==> src/rtl/seven_seg_pkg.sv <==
// Seven-segment glyph encodings, active-high, bit order {g,f,e,d,c,b,a}.
package seven_seg_pkg;

  typedef logic [6:0] seven_seg_t;

  localparam seven_seg_t ZERO  = 7'h3F;
  localparam seven_seg_t ONE   = 7'h06;
  localparam seven_seg_t TWO   = 7'h5B;
  localparam seven_seg_t THREE = 7'h4F;
  localparam seven_seg_t FOUR  = 7'h66;
  localparam seven_seg_t FIVE  = 7'h6D;
  localparam seven_seg_t SIX   = 7'h7D;
  localparam seven_seg_t SEVEN = 7'h07;
  localparam seven_seg_t EIGHT = 7'h7F;
  localparam seven_seg_t NINE  = 7'h6F;
  localparam seven_seg_t A     = 7'h77;
  localparam seven_seg_t B     = 7'h7C;
  localparam seven_seg_t C     = 7'h39;
  localparam seven_seg_t D     = 7'h5E;
  localparam seven_seg_t E     = 7'h79;
  localparam seven_seg_t F     = 7'h71;

  // Hex nibble to active-high segment pattern
  function automatic seven_seg_t hex_to_seg(input logic [3:0] hex);
    seven_seg_t seg;
    case (hex)
      4'h0:    seg = ZERO;
      4'h1:    seg = ONE;
      4'h2:    seg = TWO;
      4'h3:    seg = THREE;
      4'h4:    seg = FOUR;
      4'h5:    seg = FIVE;
      4'h6:    seg = SIX;
      4'h7:    seg = SEVEN;
      4'h8:    seg = EIGHT;
      4'h9:    seg = NINE;
      4'hA:    seg = A;
      4'hB:    seg = B;
      4'hC:    seg = C;
      4'hD:    seg = D;
      4'hE:    seg = E;
      default: seg = F;
    endcase
    return seg;
  endfunction

endpackage

==> src/rtl/seven_seg_mux.sv <==
// Time-multiplexed N-digit hex driver for 7-segment displays. Latches a shadow copy of the
// display data and scans one digit per refresh slot, with per-digit decimal point, blank,
// blink, optional leading-zero suppression and an anti-ghosting dead time at slot start.
module seven_seg_mux #(
  parameter int unsigned NUM_DIGITS     = 4,
  parameter int unsigned REFRESH_DIV    = 100000,
  parameter int unsigned DEAD_CYCLES    = 1000,
  parameter int unsigned BLINK_FRAMES   = 64,
  parameter int unsigned SEG_ACTIVE_LOW = 1,
  parameter int unsigned AN_ACTIVE_LOW  = 1
) (
  input  logic                    clk,
  input  logic                    rst,
  input  logic                    load_i,
  input  logic [4*NUM_DIGITS-1:0] data_i,
  input  logic [NUM_DIGITS-1:0]   dp_i,
  input  logic [NUM_DIGITS-1:0]   blank_i,
  input  logic [NUM_DIGITS-1:0]   blink_i,
  input  logic                    lz_blank_en_i,
  output logic [6:0]              seg_o,
  output logic                    dp_o,
  output logic [NUM_DIGITS-1:0]   an_o,
  output logic                    frame_o
);

  localparam int unsigned CNT_W = (REFRESH_DIV > 1) ? $clog2(REFRESH_DIV) : 1;
  localparam int unsigned IDX_W = (NUM_DIGITS > 1) ? $clog2(NUM_DIGITS) : 1;
  localparam int unsigned BLK_W = $clog2(BLINK_FRAMES + 1);

  localparam logic [CNT_W-1:0] CNT_MAX = CNT_W'(REFRESH_DIV - 1);
  localparam logic [IDX_W-1:0] IDX_MAX = IDX_W'(NUM_DIGITS - 1);
  localparam logic [BLK_W-1:0] BLK_MAX = BLK_W'(BLINK_FRAMES - 1);

  // XOR masks turn the active-high internal form into pin polarity
  localparam logic SEG_INV = (SEG_ACTIVE_LOW != 0);
  localparam logic AN_INV  = (AN_ACTIVE_LOW != 0);

  localparam logic [6:0]            SEG_OFF = {7{SEG_INV}};
  localparam logic                  DP_OFF  = SEG_INV;
  localparam logic [NUM_DIGITS-1:0] AN_OFF  = {NUM_DIGITS{AN_INV}};

  // Shadow registers
  logic [4*NUM_DIGITS-1:0] r_data;
  logic [NUM_DIGITS-1:0]   r_dp;
  logic [NUM_DIGITS-1:0]   r_blank;
  logic [NUM_DIGITS-1:0]   r_blink;

  // Scan state
  logic [CNT_W-1:0] r_cnt;
  logic [IDX_W-1:0] r_idx;
  logic [BLK_W-1:0] r_blk_cnt;
  logic             r_blink_on;

  // Registered outputs
  logic [6:0]            r_seg;
  logic                  r_dp_out;
  logic [NUM_DIGITS-1:0] r_an;
  logic                  r_frame;

  logic                  w_slot_wrap;
  logic                  w_frame_wrap;
  logic                  w_dead;
  logic [NUM_DIGITS-1:0] w_lz;
  logic [3:0]            w_nib;
  logic                  w_dp_sel;
  logic                  w_dark;
  logic [NUM_DIGITS-1:0] w_onehot;
  logic [6:0]            w_seg_d;
  logic                  w_dp_d;
  logic [NUM_DIGITS-1:0] w_an_d;

  assign w_slot_wrap  = (r_cnt == CNT_MAX);
  assign w_frame_wrap = w_slot_wrap && (r_idx == IDX_MAX);
  assign w_dead       = (32'(r_cnt) < DEAD_CYCLES);
  assign w_onehot     = NUM_DIGITS'(1) << r_idx;

  // Shadow capture, slot/digit/blink counters and frame pulse
  always_ff @(posedge clk) begin
    if (rst) begin
      r_data     <= '0;
      r_dp       <= '0;
      r_blank    <= '0;
      r_blink    <= '0;
      r_cnt      <= '0;
      r_idx      <= '0;
      r_blk_cnt  <= '0;
      r_blink_on <= 1'b1;
      r_frame    <= 1'b0;
    end else begin
      if (load_i) begin
        r_data  <= data_i;
        r_dp    <= dp_i;
        r_blank <= blank_i;
        r_blink <= blink_i;
      end
      if (w_slot_wrap) begin
        r_cnt <= '0;
        r_idx <= (r_idx == IDX_MAX) ? '0 : r_idx + 1'b1;
      end else begin
        r_cnt <= r_cnt + 1'b1;
      end
      r_frame <= w_frame_wrap;
      if (w_frame_wrap) begin
        if (r_blk_cnt == BLK_MAX) begin
          r_blk_cnt  <= '0;
          r_blink_on <= ~r_blink_on;
        end else begin
          r_blk_cnt <= r_blk_cnt + 1'b1;
        end
      end
    end
  end

  // Leading-zero mask: digit k suppressed when it and every digit above it are zero
  always_comb begin
    logic w_zero_above;
    w_lz         = '0;
    w_zero_above = 1'b1;
    for (int k = int'(NUM_DIGITS) - 1; k > 0; k--) begin
      w_zero_above = w_zero_above & (r_data[4*k +: 4] == 4'h0);
      w_lz[k]      = lz_blank_en_i & w_zero_above;
    end
  end

  // Select the active digit's nibble, dp and darkness
  always_comb begin
    w_nib    = '0;
    w_dp_sel = 1'b0;
    w_dark   = 1'b0;
    for (int k = 0; k < int'(NUM_DIGITS); k++) begin
      if (r_idx == IDX_W'(k)) begin
        w_nib    = r_data[4*k +: 4];
        w_dp_sel = r_dp[k];
        w_dark   = r_blank[k] | (r_blink[k] & ~r_blink_on) | w_lz[k];
      end
    end
  end

  // Next output values; dark digits keep their anode but show nothing
  always_comb begin
    w_seg_d = SEG_OFF;
    w_dp_d  = DP_OFF;
    w_an_d  = AN_OFF;
    if (!w_dead) begin
      w_an_d = w_onehot ^ AN_OFF;
      if (!w_dark) begin
        w_seg_d = seven_seg_pkg::hex_to_seg(w_nib) ^ SEG_OFF;
        w_dp_d  = w_dp_sel ^ DP_OFF;
      end
    end
  end

  // Output registers
  always_ff @(posedge clk) begin
    if (rst) begin
      r_seg    <= SEG_OFF;
      r_dp_out <= DP_OFF;
      r_an     <= AN_OFF;
    end else begin
      r_seg    <= w_seg_d;
      r_dp_out <= w_dp_d;
      r_an     <= w_an_d;
    end
  end

  assign seg_o   = r_seg;
  assign dp_o    = r_dp_out;
  assign an_o    = r_an;
  assign frame_o = r_frame;

endmodule

==> config.mk <==
export PLATFORM = sky130hd
export DESIGN_NAME = seven_seg_mux
export DESIGN_NICKNAME = d
export VERILOG_FILES = /design/src/rtl/seven_seg_pkg.sv /design/src/rtl/seven_seg_mux.sv
export SDC_FILE = /design/constraint.sdc
export NUM_CORES = 1
export LEC_CHECK = 0
export ABC_AREA = 1
export BUFFER_PORTS_ARGS = -buffer_cell sky130_fd_sc_hd__buf_2
export CORE_ASPECT_RATIO = 1.5
export CORE_MARGIN = 2
export CORE_UTILIZATION = 62
export DETAILED_ROUTE_END_ITERATION = 8
export PLACE_DENSITY = 0.87
export SLEW_MARGIN = 20
export SYNTH_ARGS = -nofsm -noshare
export SYNTH_HDL_FRONTEND = slang
export SYNTH_SLANG_ARGS = --single-unit
==> constraint.sdc <==
create_clock -name clk -period 3.6 [get_ports clk]
set_input_delay 0.36 -clock clk [delete_from_list [all_inputs] [get_ports clk]]
set_output_delay 0.36 -clock clk [all_outputs]
set_load 0.01 [all_outputs]
Word-level counts from Yosys, hierarchy flattened
Memories as Yosys holds them, arrays and structs flattened. Index checks and enable logic that the tools add are counted.

Output and inout port bits: 13. Logic and storage cells: 68. Flip-flop bits (word level): 68. Memory bits (read-only): 112. Memories: 1. Input bits: 32.

Shift-type cells: 1. Equality and inequality tests: 5. Reductions and logical operators: 9. $lt $le $gt $ge: 1. $add $sub $neg: 3. Mux-type cells: 16. Bitwise gates (word level): 20.

Memories: (no name shown) (depth 16, bits a word 7, rd ports 1, clocked after Yosys merged registers in 0, write ports 0, line seven_seg_pkg.sv:26) `case (hex)`.

Operators by type and width (count): 7-bit two-way mux (3); 17-bit by 1-bit adder with 17-bit output, second input constant (1); 17-bit equality test, second input constant (1); 17-bit by 10-bit < comparator with 1-bit output, second input constant (1); 4-bit two-way mux (4); 4-bit zero test (3); 1-bit AND (9); 1-bit two-way mux (8); 7-bit by 1-bit adder with 7-bit output, second input constant (1); 7-bit by 6-bit equality test with 1-bit output, second input constant (1); 7-bit inverter (1); 1-bit bitwise OR (7); 2-bit equality test, second input constant (2); 4-bit inverter (1); 2-bit OR reduction (2); 1-bit by 2-bit << shifter with 4-bit output, first input constant (1); 3-bit OR reduction (1); 2-bit by 1-bit adder with 2-bit output, second input constant (1); 2-bit by 1-bit equality test with 1-bit output, second input constant (1); 2-bit zero test (1); 2-bit two-way mux (1); 1-bit inverter (2); 2-bit AND reduction (1); 1-bit logical AND (1).

Depth between registers and ports, before layout
Gate-level depths: netlist of the first run.

Word-level depth: 11. Depth in mapped cells: 16. Depth with buffers taken out: 16.

Least setup slack after synthesis of the first run
OpenSTA, ideal clock, no wires.

Path type: reg-to-reg. Start point: register r_idx[0]. End point: register r_seg[1] (netlist: seg_o[1]). Required time: 3.477 ns. Setup time: 0.123 ns. Buffers on the path: 1. Stages on the path, launching flop included: 14. Period minus slack after synthesis: 2.188 ns. Arrival: 2.065 ns. Setup slack: 1.412 ns. Path through: dfxtp_1 > inv_1 > ha_1 > buf_2 > a21oi_1 > nand2_1 > a21boi_0 > inv_1 > ha_1 > nand3_1 > nand3_1 > o21ai_1 > inv_1 > nand2_1.

Longest elaborated chain between the ends: 9. Elaborated cells on any way between the ends: 17. Those cells by class: eq/ne (3); mux (10); bitwise (1); reduce/logical (2); memory (1).

RTL lines: from (decl) (line seven_seg_mux.sv:50) `logic [IDX_W-1:0] r_idx;`; from (signal assigned) (line seven_seg_mux.sv:98) `r_idx <= (r_idx == IDX_MAX) ? '0 : r_idx + 1'b1;`; 2-bit zero test (line seven_seg_mux.sv:131) `if (r_idx == IDX_W'(k)) begin`; 4-bit two-way mux (4 in series) (line seven_seg_mux.sv:131); memory 16 x 7 bit; 7-bit two-way mux (line seven_seg_mux.sv:146) `if (!w_dark) begin`; 7-bit two-way mux (line seven_seg_mux.sv:144) `if (!w_dead) begin`; 7-bit inverter (no source line); to (signal assigned) (line seven_seg_mux.sv:160) `r_seg <= w_seg_d;`; to (decl) (line seven_seg_mux.sv:55) `logic [6:0] r_seg;`.

Parallel ways exist; a longest one is shown, timed or not. The select of a mux whose other input is x is not followed. A chain may end at the register's enable or synchronous reset.

Worst setup path after layout of the first run
Ends and elaborated chain as after synthesis.

==> metrics.txt, run 1 <==
# TYPE chip_impl_metric gauge
chip_impl_info{name="outcome",value="complete, no violations"} 1
chip_impl_metric{name="cts_hold_buf",unit=""} 0
chip_impl_metric{name="areaGrowthSynthToFinish",unit="%"} 12.7
chip_impl_metric{name="grt_pass1_wl",unit="um"} 12500
chip_impl_metric{name="netlist_instances",unit=""} 479
chip_impl_metric{name="vias_cell",unit=""} 5.25
chip_impl_metric{name="final_max_slew_viol_count",unit=""} 0
chip_impl_metric{name="final.setup_skew",unit="ps"} 7.82
chip_impl_metric{name="route.vias.total",unit=""} 3113
chip_impl_metric{name="die_height",unit="um"} 94.3
chip_impl_metric{name="power.static_leakage",unit="nW"} 1.69
chip_impl_info{name="timing.critical_path.to_type",value="flip-flop"} 1
chip_impl_info{name="grt_setup_unrepaired",value="false"} 1
chip_impl_metric{name="placeableCoreArea",unit="mm2"} 0.00520
chip_impl_metric{name="ir_worst_vdd",unit="mV"} 0.304
chip_impl_metric{name="layout-drive-gt1-share",unit="%"} 14.7
chip_impl_metric{name="postSynthNetCount",unit=""} 523
chip_impl_metric{name="register_area",unit="mm2"} 0.00136
chip_impl_info{name="crit_top_cell",value="inv_1"} 1
chip_impl_metric{name="critPathMaxFanout",unit=""} 13
chip_impl_metric{name="worstSkewPairLatency",unit="ps"} 350
chip_impl_info{name="cp_cell_sequence",value="inv_1 -> ha_1 -> a21oi_1 -> nand2_1 -> a21boi_0 -> inv_1 -> ha_1 -> nand3_1 -> nand3_1 -> o21ai_1 -> inv_1 -> nand2_1"} 1
chip_impl_metric{name="drtPass1Iterations",unit=""} 6
chip_impl_metric{name="path_clk_slew",unit="ps"} 70
chip_impl_metric{name="route.antenna.remaining_nets",unit=""} 0
chip_impl_metric{name="cts_buffers",unit=""} 9
chip_impl_metric{name="final_nets",unit=""} 564
chip_impl_metric{name="number_of_global_route_vias_before_repair",unit=""} 2947
chip_impl_metric{name="wl_per_cell",unit="um"} 12.4
chip_impl_metric{name="globalRouteOverflowTotal",unit=""} 0
chip_impl_metric{name="worst-endpoint-arrival",unit="ps"} 2740
chip_impl_info{name="startpoint_type",value="flip-flop"} 1
chip_impl_metric{name="report.final.setup_viol",unit=""} 0
chip_impl_metric{name="clockPowerShare",unit="%"} 41.1
chip_impl_metric{name="drv_cap",unit=""} 0
chip_impl_info{name="mostFrequentLayoutCells",value="nand2_1, nor2_1, dfxtp_1, inv_1, buf_2"} 1
chip_impl_metric{name="detailedRoute.firstIterationViolations",unit=""} 266
chip_impl_metric{name="die_width",unit="um"} 64.2
chip_impl_metric{name="total_area_of_multi_input_combinational_cells",unit="mm2"} 0.00174
chip_impl_metric{name="globalplace.congestion",unit=""} 0.929
chip_impl_metric{name="synth-edff-count",unit=""} 0
chip_impl_metric{name="yosysWarningCount",unit=""} 0
chip_impl_metric{name="cts.sink_count",unit=""} 68
chip_impl_metric{name="slew_worst_pin",unit="ps"} 852
chip_impl_metric{name="largest_buffer_count_on_any_clock_path",unit=""} 2
chip_impl_info{name="synth_ff_type",value="dfxtp_1"} 1
chip_impl_metric{name="design.die.area",unit="mm2"} 0.00605
chip_impl_metric{name="final_period_minus_worst_setup_slack",unit="ps"} 2510
chip_impl_metric{name="post_cts_sizing_count",unit=""} 0
chip_impl_metric{name="switchingPower",unit="mW"} 0.369
chip_impl_metric{name="drc_violations_left",unit=""} 0
chip_impl_metric{name="hpwl",unit="um"} 5420
chip_impl_metric{name="track_usage",unit="%"} 26.4
chip_impl_metric{name="cp_slowest_stage_delay",unit="ps"} 490
chip_impl_metric{name="internal_power",unit="mW"} 1.18
chip_impl_metric{name="fillCellCount",unit=""} 447
chip_impl_info{name="critPathKind",value="reg -> reg"} 1
chip_impl_metric{name="power_density",unit="mW/mm2"} 408
chip_impl_metric{name="ys_ff_latch",unit=""} 68
chip_impl_metric{name="netlist_area",unit="mm2"} 0.00337
chip_impl_metric{name="share_of_synthesized_registers_carrying_an_async_set_or_reset",unit="%"} 0
chip_impl_metric{name="timing.final.crit_share",unit="%"} 69.7
chip_impl_metric{name="synth.avg_cell_area",unit="um2"} 7.03
chip_impl_info{name="layout.cells.most_common",value="nand2_1"} 1
chip_impl_metric{name="cts_max_level",unit=""} 3
chip_impl_metric{name="comb_power_share",unit="%"} 7.8
chip_impl_info{name="hold_path_class",value="in -> reg"} 1
chip_impl_metric{name="worstPathRequired",unit="ps"} 3830
chip_impl_metric{name="i_o_pins",unit=""} 45
chip_impl_metric{name="timing.fmax",unit="GHz"} 0.398
chip_impl_metric{name="numPortBuffers",unit=""} 44
chip_impl_metric{name="largest_net_degree_at_the_start_of_global_routing",unit=""} 36
chip_impl_info{name="master_of_the_slowest_instance_on_the_critical_path",value="a21boi_0"} 1
chip_impl_metric{name="post_cts_setup_buffer_count",unit=""} 0
chip_impl_metric{name="switching_share",unit="%"} 23.9
chip_impl_metric{name="ant_diodes",unit=""} 0
chip_impl_metric{name="share_seq_of_total_power",unit="%"} 51.1
chip_impl_metric{name="share_of_the_yosys_chip_area_belonging_to_registers",unit="%"} 40.4
chip_impl_info{name="clockRootBuffer",value="clkbuf_8"} 1
chip_impl_metric{name="finalHoldWorstSlack",unit="ps"} 232
chip_impl_metric{name="initial_utilization",unit="%"} 64.7
chip_impl_metric{name="finalSetupTns",unit="ps"} 0
chip_impl_metric{name="synth.lib_cells_used.distinct",unit=""} 40
chip_impl_metric{name="max_slew_margin",unit="%"} 42.8
chip_impl_info{name="cts_tree",value="done"} 1
chip_impl_metric{name="timing.final.hold_violations",unit=""} 0
chip_impl_metric{name="route.final.wire_length",unit="um"} 7380
chip_impl_metric{name="rows",unit=""} 32
chip_impl_metric{name="number_of_antenna_violations_at_the_first_check_in_global_routing",unit=""} 0
-- stage by stage --
step	area, um2	utilization [%]	setup slack [ps]	instances	total power, mW
2_1_floorplan	3370	-	1410	479	0.889
3_3_place_gp	3590	69.0	1240	577	0.925
3_5_place_dp	3590	69.0	1130	577	0.927
4_1_cts	3790	72.9	1100	593	1.56
5_1_grt	3790	72.9	839	593	1.61
6_report	3790	72.9	1090	593	1.55
-- cells by family after synthesis --
| kind of cell | synth area share [%] |
|---|---|
| and+or+nand+nor | 32.9 |
| xor gates and xnor gates | 1.30 |
| DFF | 40.4 |
| buffers and inverters | 7.88 |
| adders and majority gates | 4.46 |
| AOI/OAI and AO/OA | 13.1 |
-- Yosys cell counts, types with 2 or more instances --
master,count,area share [%]
a21oi_4,2,0.97
nor3_1,8,1.2
nand4_1,7,1.3
inv_1,44,4.9
nand2_1,110,12
nor2_1,80,8.9
o211ai_1,2,0.45
nor3b_1,4,0.89
o21ai_0,33,4.9
xor2_1,3,0.78
inv_2,2,0.22
ha_1,12,4.5
buf_4,2,0.45
clkbuf_1,8,0.89
xnor2_1,2,0.52
nand2_2,3,0.56
nand3_1,29,4.3
dfxtp_1,68,40
buf_2,2,0.30
a21oi_1,36,5.4
nor2_2,2,0.37
or2_2,2,0.37
-- state kept, by name (all words and copies together) (netlist names) --
signal	flops
an_o	4
r_blink	4
r_dp	4
r_blink_on	1
r_cnt	17
frame_o	1
seg_o	7
dp_o	1
r_data	16
r_blank	4
r_idx	2
r_blk_cnt	7
-- area by class of cell --
type                       count  share of cell area [%]
clock inverter                 4                    1.25
clock buffer                  12                    4.09
inverter                      48                    4.88
sequential                    68                    35.9
multi-input combinational    349                    45.9
timing repair buffer          44                    5.80
tap                           68                    2.24
-- critical path: cells and delay by family (launching register included) --
kind                       cells  cell delay [ps]
DFF                            1              390
buffers and inverters          3              320
adders and majority gates      2              700
and+or+nand+nor                4              250
AOI/OAI and AO/OA              3              730
-- power by group through the flow --
stage | sequential, mW | combinational, mW | clock [mW]
finish | 0.791 | 0.120 | 0.636
global route | 0.793 | 0.141 | 0.676
CTS | 0.791 | 0.120 | 0.647
detailed placement | 0.808 | 0.119 | 0
global placement | 0.807 | 0.117 | 0
floorplan | 0.803 | 0.0861 | 0
-- final timing paths --
path	start	end	slack [ps]	cells after the start
worst min register to register	r_cnt[0]$_SDFF_PP0_	r_cnt[0]$_SDFF_PP0_	450	1
worst max register to register	r_idx[0]$_SDFFE_PP0N_	seg_o[1]$_SDFF_PP1_	1090	12
worst max-delay path	r_idx[0]$_SDFFE_PP0N_	seg_o[1]$_SDFF_PP1_	1090	12
worst min-delay path	dp_i[0]	r_dp[0]$_SDFFE_PP0P_	230	3
-- routing by layer --
layer	wire, um	vias up	track usage (%)
met5	0	-	0
met4	187	0	12.4
met3	383	15	5.52
li1	-	1622	-
met1	3130	1389	31.3
met2	3680	87	45.1
(Power assumes the default switching activity.)
==> run 2, diff against run 1 <==
--- a/config.mk
+++ b/config.mk
@@ -5,13 +5,13 @@
 export SDC_FILE = /design/constraint.sdc
 export NUM_CORES = 1
 export LEC_CHECK = 0
-export ABC_AREA = 1
+export ABC_AREA = 0
 export BUFFER_PORTS_ARGS = -buffer_cell sky130_fd_sc_hd__buf_2
 export CORE_ASPECT_RATIO = 1.5
 export CORE_MARGIN = 2
-export CORE_UTILIZATION = 62
+export CORE_UTILIZATION = 57
 export DETAILED_ROUTE_END_ITERATION = 8
-export PLACE_DENSITY = 0.87
+export PLACE_DENSITY = 0.81
 export SLEW_MARGIN = 20
 export SYNTH_ARGS = -nofsm -noshare
 export SYNTH_HDL_FRONTEND = slang
==> constraint.sdc (replaced) <==
create_clock -name clk -period 2.56 [get_ports clk]
set_input_delay 0.256 -clock clk [delete_from_list [all_inputs] [get_ports clk]]
set_output_delay 0.256 -clock clk [all_outputs]
set_load 0.01 [all_outputs]
==> run 2 against run 1 <==
  * Synthesized cell count decreased by 28%
  * Synthesized area decreased by 6.2%
  * Wire length decreased by 11%
  * Clock skew decreased by 0.56 ps
  * Clock power increased by 15%
  * Non-clock buffer count increased by 8
  * Critical path type unchanged
  * Critical endpoint is now seg_o[5]$_SDFF_PP1_
  * Largest power group unchanged
==> metrics.txt, run 2 <==
# TYPE chip_impl_metric gauge
chip_impl_info{name="timing.critical_path.to_type",value="flip-flop"} 1
chip_impl_metric{name="power",unit="mW"} 2.01
chip_impl_info{name="clockRootBuffer",value="clkbuf_8"} 1
chip_impl_metric{name="final_max_slew_viol_count",unit=""} 0
chip_impl_metric{name="layout-drive-gt1-share",unit="%"} 20.0
chip_impl_metric{name="synth.lib_cells_used.distinct",unit=""} 49
chip_impl_metric{name="drc_violations_left",unit=""} 0
chip_impl_info{name="outcome",value="complete, no violations"} 1
chip_impl_info{name="critPathKind",value="reg -> reg"} 1
chip_impl_metric{name="worst-r2r-cell-count",unit=""} 10
chip_impl_metric{name="rows",unit=""} 33
chip_impl_metric{name="route.antenna.remaining_nets",unit=""} 0
chip_impl_metric{name="detail_route.wirelength.met1",unit="um"} 2480
chip_impl_metric{name="largest_register_ff_count",unit=""} 17
chip_impl_metric{name="netlist_area",unit="mm2"} 0.00316
chip_impl_metric{name="final_nets",unit=""} 435
chip_impl_metric{name="cts_max_level",unit=""} 3
chip_impl_metric{name="fillCellCount",unit=""} 441
chip_impl_metric{name="cts_buffers",unit=""} 9
chip_impl_metric{name="min_path_cells",unit=""} 3
chip_impl_metric{name="share_of_synthesized_registers_carrying_an_async_set_or_reset",unit="%"} 0
chip_impl_info{name="topRoutingLayerUsed",value="met4"} 1
chip_impl_info{name="largest_reg_by_ff_count",value="r_cnt"} 1
chip_impl_metric{name="globalRouteOverflowTotal",unit=""} 0
chip_impl_metric{name="report.final.setup_viol",unit=""} 0
chip_impl_metric{name="worst-endpoint-arrival",unit="ps"} 2560
chip_impl_metric{name="layout.core_utilization",unit="%"} 66.9
chip_impl_info{name="cts_tree",value="done"} 1
chip_impl_metric{name="final.setup_skew",unit="ps"} 7.26
chip_impl_info{name="layout.cells.most_common",value="dfxtp_1"} 1
chip_impl_info{name="synth.top_cells.by_area",value="dfxtp_1, mux2i_1, nor2_1, ha_1, nand2_1"} 1
chip_impl_info{name="biggestRegsByFlops",value="r_cnt (17), r_data (16)"} 1
chip_impl_metric{name="die_height",unit="um"} 95.2
chip_impl_metric{name="number_of_antenna_violations_at_the_first_check_in_global_routing",unit=""} 0
chip_impl_info{name="cp_cell_sequence",value="inv_1 -> ha_1 -> nor2b_1 -> o21ai_0 -> o31a_1 -> inv_1 -> ha_1 -> mux2_2 -> a2bb2oi_1 -> nand3_1"} 1
chip_impl_metric{name="i_o_pins",unit=""} 45
chip_impl_info{name="mostFrequentLayoutCells",value="dfxtp_1, nor2_1, buf_2, mux2i_1, nand2_1"} 1
chip_impl_metric{name="ant_diodes",unit=""} 0
chip_impl_info{name="startpoint_of_the_most_critical_register_to_register_path",value="r_idx[0]$_SDFFE_PP0N_"} 1
chip_impl_metric{name="timing.final.hold_violations",unit=""} 0
chip_impl_metric{name="placeableCoreArea",unit="mm2"} 0.00541
chip_impl_metric{name="initial_utilization",unit="%"} 58.4
chip_impl_metric{name="ir_worst_vdd",unit="mV"} 0.408
chip_impl_metric{name="wl_per_cell",unit="um"} 14.2
chip_impl_metric{name="detailedRoute.firstIterationViolations",unit=""} 137
chip_impl_info{name="synthTopCellsByCount",value="dfxtp_1, nor2_1, mux2i_1"} 1
chip_impl_metric{name="ys_ff_latch",unit=""} 68
chip_impl_info{name="worst_setup_path_startpoint",value="r_idx[0]$_SDFFE_PP0N_"} 1
chip_impl_metric{name="largest_net_degree_at_the_start_of_global_routing",unit=""} 42
chip_impl_metric{name="drv_cap",unit=""} 0
chip_impl_metric{name="route.final.wire_length",unit="um"} 6590
chip_impl_metric{name="numPortBuffers",unit=""} 44
chip_impl_info{name="synth_ff_type",value="dfxtp_1"} 1
chip_impl_info{name="hold_path.startpoint",value="dp_i[2]"} 1
chip_impl_info{name="synthDominantAreaCellType",value="dfxtp_1"} 1
chip_impl_metric{name="worstSkewPairLatency",unit="ps"} 340
chip_impl_metric{name="areaGrowthSynthToFinish",unit="%"} 14.5
chip_impl_metric{name="slew_worst_pin",unit="ps"} 829
chip_impl_info{name="startpoint_type",value="flip-flop"} 1
chip_impl_info{name="hold_path_class",value="in -> reg"} 1
chip_impl_metric{name="route.vias.total",unit=""} 2579
chip_impl_metric{name="power.static_leakage",unit="nW"} 1.44
chip_impl_metric{name="timing.final.crit_share",unit="%"} 92.4
chip_impl_metric{name="hpwl",unit="um"} 4880
chip_impl_metric{name="critPathMaxFanout",unit=""} 9
chip_impl_metric{name="cp_slowest_stage_delay",unit="ps"} 400
chip_impl_info{name="yosysMostFrequentCell",value="dfxtp_1"} 1
chip_impl_metric{name="power_density",unit="mW/mm2"} 556
chip_impl_metric{name="netlist_instances",unit=""} 343
chip_impl_metric{name="vias_cell",unit=""} 5.55
chip_impl_metric{name="cts.sink_count",unit=""} 68
chip_impl_metric{name="timing.fmax",unit="GHz"} 0.423
chip_impl_metric{name="synth_top_cell_area_share",unit="%"} 43.1
chip_impl_info{name="master_of_the_slowest_instance_on_the_critical_path",value="dfxtp_1"} 1
chip_impl_metric{name="final_period_minus_worst_setup_slack",unit="ps"} 2370
chip_impl_metric{name="synth.avg_cell_area",unit="um2"} 9.21
chip_impl_metric{name="path_clk_slew",unit="ps"} 70
chip_impl_metric{name="number_of_global_route_vias_before_repair",unit=""} 2513
chip_impl_metric{name="synth-edff-count",unit=""} 0
chip_impl_metric{name="track_usage",unit="%"} 22.9
chip_impl_metric{name="yosysWarningCount",unit=""} 0
chip_impl_metric{name="design.die.area",unit="mm2"} 0.00617
chip_impl_metric{name="wl_met2",unit="um"} 3600
chip_impl_metric{name="largest_buffer_count_on_any_clock_path",unit=""} 2
chip_impl_metric{name="share_of_the_yosys_chip_area_belonging_to_registers",unit="%"} 43.1
chip_impl_metric{name="die_width",unit="um"} 64.8
chip_impl_metric{name="met3_length",unit="um"} 284
chip_impl_metric{name="drtPass1Iterations",unit=""} 4
chip_impl_metric{name="grt_pass1_wl",unit="um"} 10800
chip_impl_metric{name="post-route-cell-area",unit="mm2"} 0.00362
chip_impl_metric{name="max_slew_margin",unit="%"} 44.7
chip_impl_metric{name="globalplace.congestion",unit=""} 0.865
chip_impl_metric{name="postSynthNetCount",unit=""} 387
chip_impl_metric{name="finalSetupTns",unit="ps"} 0
chip_impl_metric{name="placed_area",unit="mm2"} 0.00344
chip_impl_metric{name="worstPathRequired",unit="ps"} 2760
## run 2: changes by cell type in the layout (fill, tap and decap cells not counted), sizes merged, moves of 13 or more
cell   delta
nor2     -30
a21oi    -26
mux2i    +31
o21ai    -25
nand2    -91
nand3    -13
inv      -37
## run 2: final cells by class
| type | instances | area, um2 | share of cell area [%] |
|---|---|---|---|
| Timing Repair Buffer | 52 | 280 | 7.75 |
| Tap cell | 70 | 87.6 | 2.42 |
| Multi-Input combinational cell | 251 | 1700 | 46.9 |
| Clock buffer | 10 | 128 | 3.53 |
| Inverter | 9 | 33.8 | 0.934 |
| Clock inverter | 5 | 30.0 | 0.830 |
| Sequential cell | 68 | 1360 | 37.6 |
## run 2: worst paths after layout
path	slack [ps]	endpoint
worst max-delay path	190	seg_o[5]$_SDFF_PP1_
worst max register to register	190	seg_o[5]$_SDFF_PP1_
worst min-delay path	150	r_dp[2]$_SDFFE_PP0P_
worst min register to register	470	r_cnt[0]$_SDFF_PP0_
## run 2: worst max-delay path: cells and delay by family (launching register included)
| kind | cells | cell delay, ps |
|---|---|---|
| adders and majority gates | 2 | 560 |
| and+or+nand+nor | 2 | 250 |
| muxes | 1 | 290 |
| AOI/OAI and AO/OA | 3 | 520 |
| buffers and inverters | 2 | 190 |
| DFF | 1 | 400 |
## run 2: routing by layer
layer / track usage, % / vias to the layer above
li1: - / 1293
met1: 22.6 / 1199
met2: 43.1 / 66
met3: 6.14 / 21
met4: 11.9 / 0
met5: 0 / -
## run 2: cell families (layout without fill, tap and decap cells)
kind of cell | count (synthesis) | count (layout) | share of synthesized area, %
AND/OR/NAND/NOR | 151 | 151 | 25.3
AO/OA/AOI/OAI | 37 | 37 | 7.92
flip-flops | 68 | 68 | 43.1
adder cells (fa/ha/maj) | 12 | 12 | 4.75
buffers and inverters | 24 | 76 | 3.25
XOR/XNOR | 16 | 16 | 4.44
multiplexers | 35 | 35 | 11.2
## run 2: where the power goes
part           leakage (nW)  switching [mW]  internal (mW)
Clock                0.0779           0.389          0.340
Sequential            0.555          0.0232           1.09
Combinational         0.804          0.0869         0.0847
## run 2: repair_timing
| item | CTS | global route |
|---|---|---|
| hold buffers | 0 | 0 |
| endpoints found under the setup margin | 0 | 2 |
| setup buffers | 0 | 3 |
| gates resized for setup | 0 | 1 |
## run 2: metrics by stage
step	cells	hold slack [ps]	setup WS (ps)
after floorplan	343	360	311
after global placement	447	446	292
after detailed placement	447	459	159
after CTS	462	142	149
after global routing	465	149	-6.08
final	465	145	194
